<file path="config.mk">
export PLATFORM = sky130hd
export DESIGN_NAME = rate_pulse_generator
export DESIGN_NICKNAME = d
export VERILOG_FILES = /design/src/rtl/rate_pulse_generator_pkg.sv /design/src/rtl/rate_divisor_select.sv /design/src/rtl/rate_pulse_generator.sv
export SDC_FILE = /design/constraint.sdc
export NUM_CORES = 1
export LEC_CHECK = 0
export CAP_MARGIN = 10
export CORE_UTILIZATION = 30
export DETAILED_ROUTE_END_ITERATION = 8
export PLACE_DENSITY = 0.54
export SYNTH_ARGS = -nofsm -noshare
export SYNTH_HDL_FRONTEND = slang
export SYNTH_SLANG_ARGS = --single-unit
</file>
<file path="constraint.sdc">
create_clock -name clock -period 2.9 [get_ports clock]
set_clock_uncertainty 0.2 [all_clocks]
set_input_delay 0.58 -clock clock [delete_from_list [all_inputs] [get_ports clock]]
set_output_delay 0.58 -clock clock [all_outputs]
set_load 0.01 [all_outputs]
</file>
<file path="src/rtl/rate_pulse_generator_pkg.sv">
// -----------------------------------------------------------------------------
// rate_pulse_generator_pkg
// Shared definitions for the rate pulse generator: the rate-select encodings
// and the divisor multiplier applied to CLK_FREQ for each encoding.
// -----------------------------------------------------------------------------
package rate_pulse_generator_pkg;

  // Rate-select encodings driven from the board switches.
  localparam logic [1:0] RATE_FULL    = 2'b00;  // every clock cycle
  localparam logic [1:0] RATE_1HZ     = 2'b01;  // CLK_FREQ cycles
  localparam logic [1:0] RATE_HALF    = 2'b10;  // 2*CLK_FREQ cycles
  localparam logic [1:0] RATE_QUARTER = 2'b11;  // 4*CLK_FREQ cycles

  // Divisor multipliers. RATE_FULL also carries 1, but its divisor is a
  // literal 1 rather than 1*CLK_FREQ.
  localparam int unsigned MULT_FULL    = 1;
  localparam int unsigned MULT_1HZ     = 1;
  localparam int unsigned MULT_HALF    = 2;
  localparam int unsigned MULT_QUARTER = 4;

endpackage : rate_pulse_generator_pkg

</file>
<file path="src/rtl/rate_divisor_select.sv">
// -----------------------------------------------------------------------------
// rate_divisor_select
// Combinational map from the rate select to the divider reload value N-1.
//
// Ports:
//   sel   in   2      rate select (RATE_* encodings)
//   load  out  WIDTH  N(sel)-1, the value the down-counter reloads with
// -----------------------------------------------------------------------------
module rate_divisor_select
  import rate_pulse_generator_pkg::*;
#(
  parameter int unsigned CLK_FREQ = 50000000,
  parameter int unsigned WIDTH    = 28
) (
  input  logic [1:0]       sel,
  output logic [WIDTH-1:0] load
);

  // Reload constants are formed in 64-bit arithmetic before narrowing, so the
  // 4*CLK_FREQ product cannot wrap before it is cut down to WIDTH bits.
  localparam logic [WIDTH-1:0] LOAD_FULL    = WIDTH'(64'(MULT_FULL) - 64'd1);
  localparam logic [WIDTH-1:0] LOAD_1HZ     = WIDTH'(64'(MULT_1HZ) * 64'(CLK_FREQ) - 64'd1);
  localparam logic [WIDTH-1:0] LOAD_HALF    = WIDTH'(64'(MULT_HALF) * 64'(CLK_FREQ) - 64'd1);
  localparam logic [WIDTH-1:0] LOAD_QUARTER = WIDTH'(64'(MULT_QUARTER) * 64'(CLK_FREQ) - 64'd1);

  // NOTE: a default assignment ahead of the case keeps this block free of
  // inferred latches even if the case is later edited to be incomplete.
  always_comb begin
    load = LOAD_FULL;
    case (sel)
      RATE_FULL:    load = LOAD_FULL;
      RATE_1HZ:     load = LOAD_1HZ;
      RATE_HALF:    load = LOAD_HALF;
      RATE_QUARTER: load = LOAD_QUARTER;
      default:      load = LOAD_FULL;
    endcase
  end

endmodule : rate_divisor_select

</file>
<file path="src/rtl/rate_pulse_generator.sv">
// -----------------------------------------------------------------------------
// rate_pulse_generator
// Divides the board clock into a registered one-cycle enable pulse at a
// switch-selected rate, feeding the enable of the downstream counter.
//
// Ports:
//   clock    in   1      system clock, rising edge
//   reset_n  in   1      asynchronous active-low reset
//   enable   in   1      advance enable; low freezes the divider phase
//   sel      in   2      rate select (00 full, 01 1 Hz, 10 0.5 Hz, 11 0.25 Hz)
//   restart  in   1      synchronous reload of the divider to N(sel)-1
//   pulse    out  1      registered one-cycle enable pulse
//   count    out  WIDTH  current divider value (counts down)
// -----------------------------------------------------------------------------
module rate_pulse_generator
  import rate_pulse_generator_pkg::*;
#(
  parameter int unsigned CLK_FREQ = 50000000,
  parameter int unsigned WIDTH    = 28
) (
  input  logic             clock,
  input  logic             reset_n,
  input  logic             enable,
  input  logic [1:0]       sel,
  input  logic             restart,
  output logic             pulse,
  output logic [WIDTH-1:0] count
);

  logic [WIDTH-1:0] r_count;
  logic [1:0]       r_sel_q;
  logic             r_first;
  logic             r_pulse;

  logic [WIDTH-1:0] w_load;
  logic             w_sel_change;

  rate_divisor_select #(
    .CLK_FREQ (CLK_FREQ),
    .WIDTH    (WIDTH)
  ) u_divisor (
    .sel  (sel),
    .load (w_load)
  );

  // The first edge after reset only captures sel; it must not be mistaken
  // for a select change against the arbitrary 00 reset value of r_sel_q.
  assign w_sel_change = (sel != r_sel_q) && !r_first;

  // NOTE: sequential state uses non-blocking assignments so every register
  // samples the pre-edge values, independent of statement order.
  always_ff @(posedge clock or negedge reset_n) begin
    if (!reset_n) begin
      r_count <= '0;
      r_sel_q <= RATE_FULL;
      r_first <= 1'b1;
      r_pulse <= 1'b0;
    end else begin
      r_first <= 1'b0;
      // Outside rules 1/2 sel already equals r_sel_q (or this is the first
      // edge), so tracking sel unconditionally is equivalent and simpler.
      r_sel_q <= sel;
      if (restart || w_sel_change) begin
        // Restart and select change collapse into a single reload, no pulse.
        r_count <= w_load;
        r_pulse <= 1'b0;
      end else if (!enable) begin
        r_pulse <= 1'b0;
      end else if (r_count == '0) begin
        // Terminal count: reload and fire. Zero always reloads, so the
        // counter can never underflow.
        r_count <= w_load;
        r_pulse <= 1'b1;
      end else begin
        r_count <= r_count - 1'b1;
        r_pulse <= 1'b0;
      end
    end
  end

  assign pulse = r_pulse;
  assign count = r_count;

endmodule : rate_pulse_generator
</file>
After elaboration in Yosys (flattened, before gate mapping) --
Cells that the tools add are included.
Operators by class: add/sub/neg operators 1, eq/ne operators 4, mux-type cells 7, reduce and logical (&&, ||, !) cells 6
Operators by type and width (count):
- 28-bit one-hot mux with 4 select lines | 1
- 28-bit two-way mux | 3
- 28-bit zero test | 1
- 28-bit by 1-bit subtractor with 28-bit output (second input constant) | 1
- 2-bit equality test (second input constant) | 2
- 1-bit two-way mux | 3
- 2-bit by 1-bit equality test with 1-bit output (second input constant) | 1
- 2-bit zero test | 1
- 2-bit inequality test | 1
- 2-bit nonzero test | 1
- 1-bit logical AND | 1
- 1-bit zero test | 1
- 1-bit logical OR | 1
Storage, ports and cells: flip-flop bits (word level) 32, bits of input ports 6, output and inout port bits 29, word-level logic and storage cells 22

Logic depth before layout (Yosys ltp) --
depth in word-level cells 5, mapped depth 9, depth with buffers taken out 8

Cells and area by module --
Synthesis repeated with hierarchy kept, for this count alone.
Unflattened totals: cell total of the unflattened synthesis 268, area total of the unflattened synthesis 2331.0 um^2
By module, submodules not included:
- rate_pulse_generator | instances 1, cells each 235, area an instance 2067.0 um^2, sequential area each 802.0 um^2
- rate_divisor_select | instances 1, cells each 33, area an instance 264.0 um^2, sequential area each 0.0 um^2

Worst setup path after synthesis --
OpenSTA, ideal clock, no wires.
path type register -> register, from register r_count[12] (netlist: count[12]), to register r_count[10] (netlist: count[10]), setup time 122 ps, arrival time 2387 ps, data required time 2578 ps, setup slack 192 ps, stages on the path, launching flop included 8, buffers on the path 1, clock period less this slack 2708 ps, path through dfrtp_1 > or4_4 > or3_4 > or4_4 > buf_6 > nand2_4 > o21ai_1 > a32o_1
Between the ends: cells in the longest elaborated chain, start to end 4
Ends and longest elaborated chain:
- start, declared | RTL line rate_pulse_generator.sv:30 | logic [WIDTH-1:0] r_count;
- start signal, assigned | RTL line rate_pulse_generator.sv:65 | r_count <= w_load;
- start signal, assigned | RTL line rate_pulse_generator.sv:72 | r_count <= w_load;
- start signal, assigned | RTL line rate_pulse_generator.sv:75 | r_count <= r_count - 1'b1;
- 28-bit zero test | RTL line rate_pulse_generator.sv:69 | end else if (r_count == '0) begin
- 28-bit two-way mux | RTL line rate_pulse_generator.sv:69
- 28-bit two-way mux | RTL line rate_pulse_generator.sv:67 | end else if (!enable) begin
- 28-bit two-way mux | RTL line rate_pulse_generator.sv:63 | if (restart || w_sel_change) begin
No other way between the ends. The select of a mux whose other input is x is not followed. A chain may end at the register's enable or synchronous reset.

Worst setup path after layout --
from register r_count[12] (netlist: count[12]), to register r_count[20] (netlist: count[20])
Between the ends: cells in the longest elaborated chain, start to end 4, elaborated cells on any way between the ends 5, those cells by class 1 x add/sub; 3 x mux; 1 x reduce/logical
Ends and longest elaborated chain (RTL line):
- 28-bit by 1-bit subtractor with 28-bit output or 28-bit zero test (tied branches) | rate_pulse_generator.sv:75, rate_pulse_generator.sv:69
- 28-bit two-way mux * | rate_pulse_generator.sv:69
- 28-bit two-way mux * | rate_pulse_generator.sv:67
- 28-bit two-way mux * | rate_pulse_generator.sv:63
Every way passes the cells marked *; elsewhere a longest branch is shown, timed or not. The select of a mux whose other input is x is not followed.

==> reports/qor.yml <==
setup_path:
  crit_buf_inv: 0
  critical_path.slowest_cell: "or4_4"
  worstSetupPathType: "reg -> reg"
  crit_path_start_kind: "register"
  worst_ep_required_time_ps: 2890
  cpPeakStageDelay_ps: 600
  cp.depth: 6
  cp.arrival_ps: 2690
  cp_common_cell: "or4_4"
  crit_fanout: 6
  r2r_start: "count[12]"
  r2r_setup_slack_ps: 200
  worstSetupEndpointType: "register"
  ff2ff_path_depth: 6
  reg2reg_to: "count[20]"
  setup.worst_path.end: "count[20]"
  path_delay_family: "simple AND/OR/NAND/NOR gates"
  crit_start: "count[12]"
  path_cells: "or4_4, or3_4, or4_4, a21oi_2, a41oi_1, o22a_1"
global_routing:
  grt_pass1_wl_mm: 9.618
  track_usage: 0.1734
  grt-ovfl-total: 0
  grt_use_met1: 0.2297
  antenna_found_initial: 0
  grt_max_degree: 33
  grt_use_met3: 0.03048
  use_met2: 0.2794
  grt_pass1_vias: 1897
  top_usage_layer: "met2"
floorplan:
  core-area_um2: 6459
  fp-row-count: 29
  start_util: 0.3146
  die_h_um: 84.30
  die_area_um2: 7106
  io_pins: 35
  die_width_um: 84.30
synthesis:
  yosysUniqueCellTypes: 58
  yosysWarnings: 0
  synthTopCellsByArea: "dfrtp_1 (38%), a21oi_1 (4.9%), nor2_1 (4.1%)"
  synth-async-reset-ratio: 1.000
  synth_edf_count: 0
  avgSynthCellArea_um2: 8.796
  syn_inst: 231
  synth_seq_cells: 32
  synth_ff_type: "dfrtp_1"
  yosysTopAreaCellShare: 0.3818
  syn_area_um2: 2032
  syn-num-nets: 243
  yosysTopAreaCell: "dfrtp_1"
  ys_seq_area_frac: 0.3947
sta:
  max_freq_mhz: 370.6
  rsz0062_at_grt: "false"
  fin_crit_sh: 0.9304
  final_max_slew_viol_count: 0
  setup_viol: 0
  setup_tns_ps: 0
  fin_crit_ps: 2698
  hold_viol_final: 0
finish:
  final_nets: 294
  layout_common_cells: "clkdlybuf4s50_1 (34), dfrtp_1 (31), nor2_1 (22)"
  area_growth_pct: 31.16
  final_common_cell: "clkdlybuf4s50_1"
  instances_no_fill: 359
  drive_above_1_share: 0.1667
  final_area_um2: 2665
  antenna_cells: 0
clocking:
  postCtsSetupBuffers: 0
  cts_buffer_depth: 2
  path_clk_slew_ps: 70
  insertion_delay_ps: 290
  cts_tree: "done"
  cts_made_buffers: 5
  cts_root_buf: "clkbuf_8"
  cts_num_sinks: 32
  htreeDepth: 2
run:
  maxCapViolCount: 0
power_and_ir_drop:
  p_leak_nw: 1.039
  peakVddDrop_mv: 0.2530
  power_density_nw_per_um2: 468.6
drt:
  drt_first_pass_iters: 6
  wl_mm: 5.862
  drc: 2
  wire_per_inst_um: 16.33
  via_per_inst: 5.479
  num_vias: 1967
  dr.first_iter.drc_count: 141
  ant_nets: 0
min_path:
  hold_path_class: "reg -> reg"
  min_path_cells: 1
place:
  io_buffer_count: 34
  dpl_cell_area_um2: 2581
  hpwl_mm: 4.277
  routabilityCongestion: 0.7845
  placed_cells: 352
outcome:
  status: "complete, but fails checks"
  violations: "DRC"
-- cell usage after synthesis (all sizes together), types with 2 or more instances --
cell type	instances
dfrtp	31
nor2	23
a21oi	22
o21ai	22
nand2	18
nor3	12
nor4	12
nand3	9
clkbuf	8
inv	7
ha	6
or3	5
a31oi	4
or4	4
buf	3
nand2b	3
o22ai	3
or2	3
a2bb2oi	2
a32oi	2
mux2i	2
nand4	2
nor3b	2
o21a	2
o22a	2
o2bb2ai	2
o41ai	2
xnor2	2
-- per-stage QoR --
stage	util	total power [mW]	hold slack [ps]	setup slack [ps]
after floorplan	-	0.7331	84.41	191.8
after global placement	0.3997	0.9278	318.6	198.9
after detailed placement	0.3997	0.9284	300.0	177.1
after CTS	0.4117	1.261	319.0	174.5
after global routing	0.4126	1.322	364.6	35.40
final	0.4126	1.249	322.3	201.7
-- worst reg2reg max path, delay by kind of cell (launching register included) --
| family | cells | cell delay (ps) |
|---|---|---|
| simple gates | 3 | 1540 |
| flops | 1 | 370 |
| compound gates | 3 | 490 |
-- layer usage --
metal  part of all wire  vias up  routed length [µm]
met5                  0        -                   0
met4              0.018        0                 104
met3              0.047       10                 273
met2               0.47       60                2761
met1               0.46      935                2721
li1                   -      962                   -
-- cells by family after synthesis --
kind of cell,count (synthesis),synth area share
buffers and inverters,19,0.04310
XOR/XNOR,2,0.008622
flip-flops,32,0.3947
AND/OR/NAND/NOR,95,0.2586
AO/OA/AOI/OAI,73,0.2408
other,1,0.001846
multiplexers,3,0.01539
adder cells (fa/ha/maj),6,0.03694
-- where the power goes --
group	internal, mW	switching, mW
registers	0.496	0.0668
logic	0.182	0.175
clock network	0.163	0.166
total	0.842	0.407
-- state kept, by name (all words and copies together), names as in the netlist --
name and cells:
count 28, pulse 1, r_first 1, r_sel_q 2
-- how the worst min path moves through the flow --
stage	endpoint	slack, ps	start
after detailed placement	count[11]	300	count[11]
after CTS	count[11]	320	count[11]
after global placement	count[11]	320	count[11]
final	count[11]	320	count[11]
after global routing	count[15]	360	count[15]
after floorplan	count[0]	80	reset_n
-- timing repair --
item / in CTS / in global routing
gates resized for setup: 0 / 1
hold buffers: 0 / 0
endpoints found under the setup margin: 0 / 1
-- cell type report --
| type | instances | area, µm² |
|---|---|---|
| clock buffers | 6 | 72.57 |
| clock inverters | 1 | 5.005 |
| fillers | 669 | 3794 |
| inverters | 8 | 30.03 |
| multi-input cells | 180 | 1149 |
| flip-flops and latches | 32 | 802.0 |
| well taps | 77 | 96.34 |
| repair buffers | 55 | 510.5 |
Note: power is estimated with default switching activity, not from simulation.
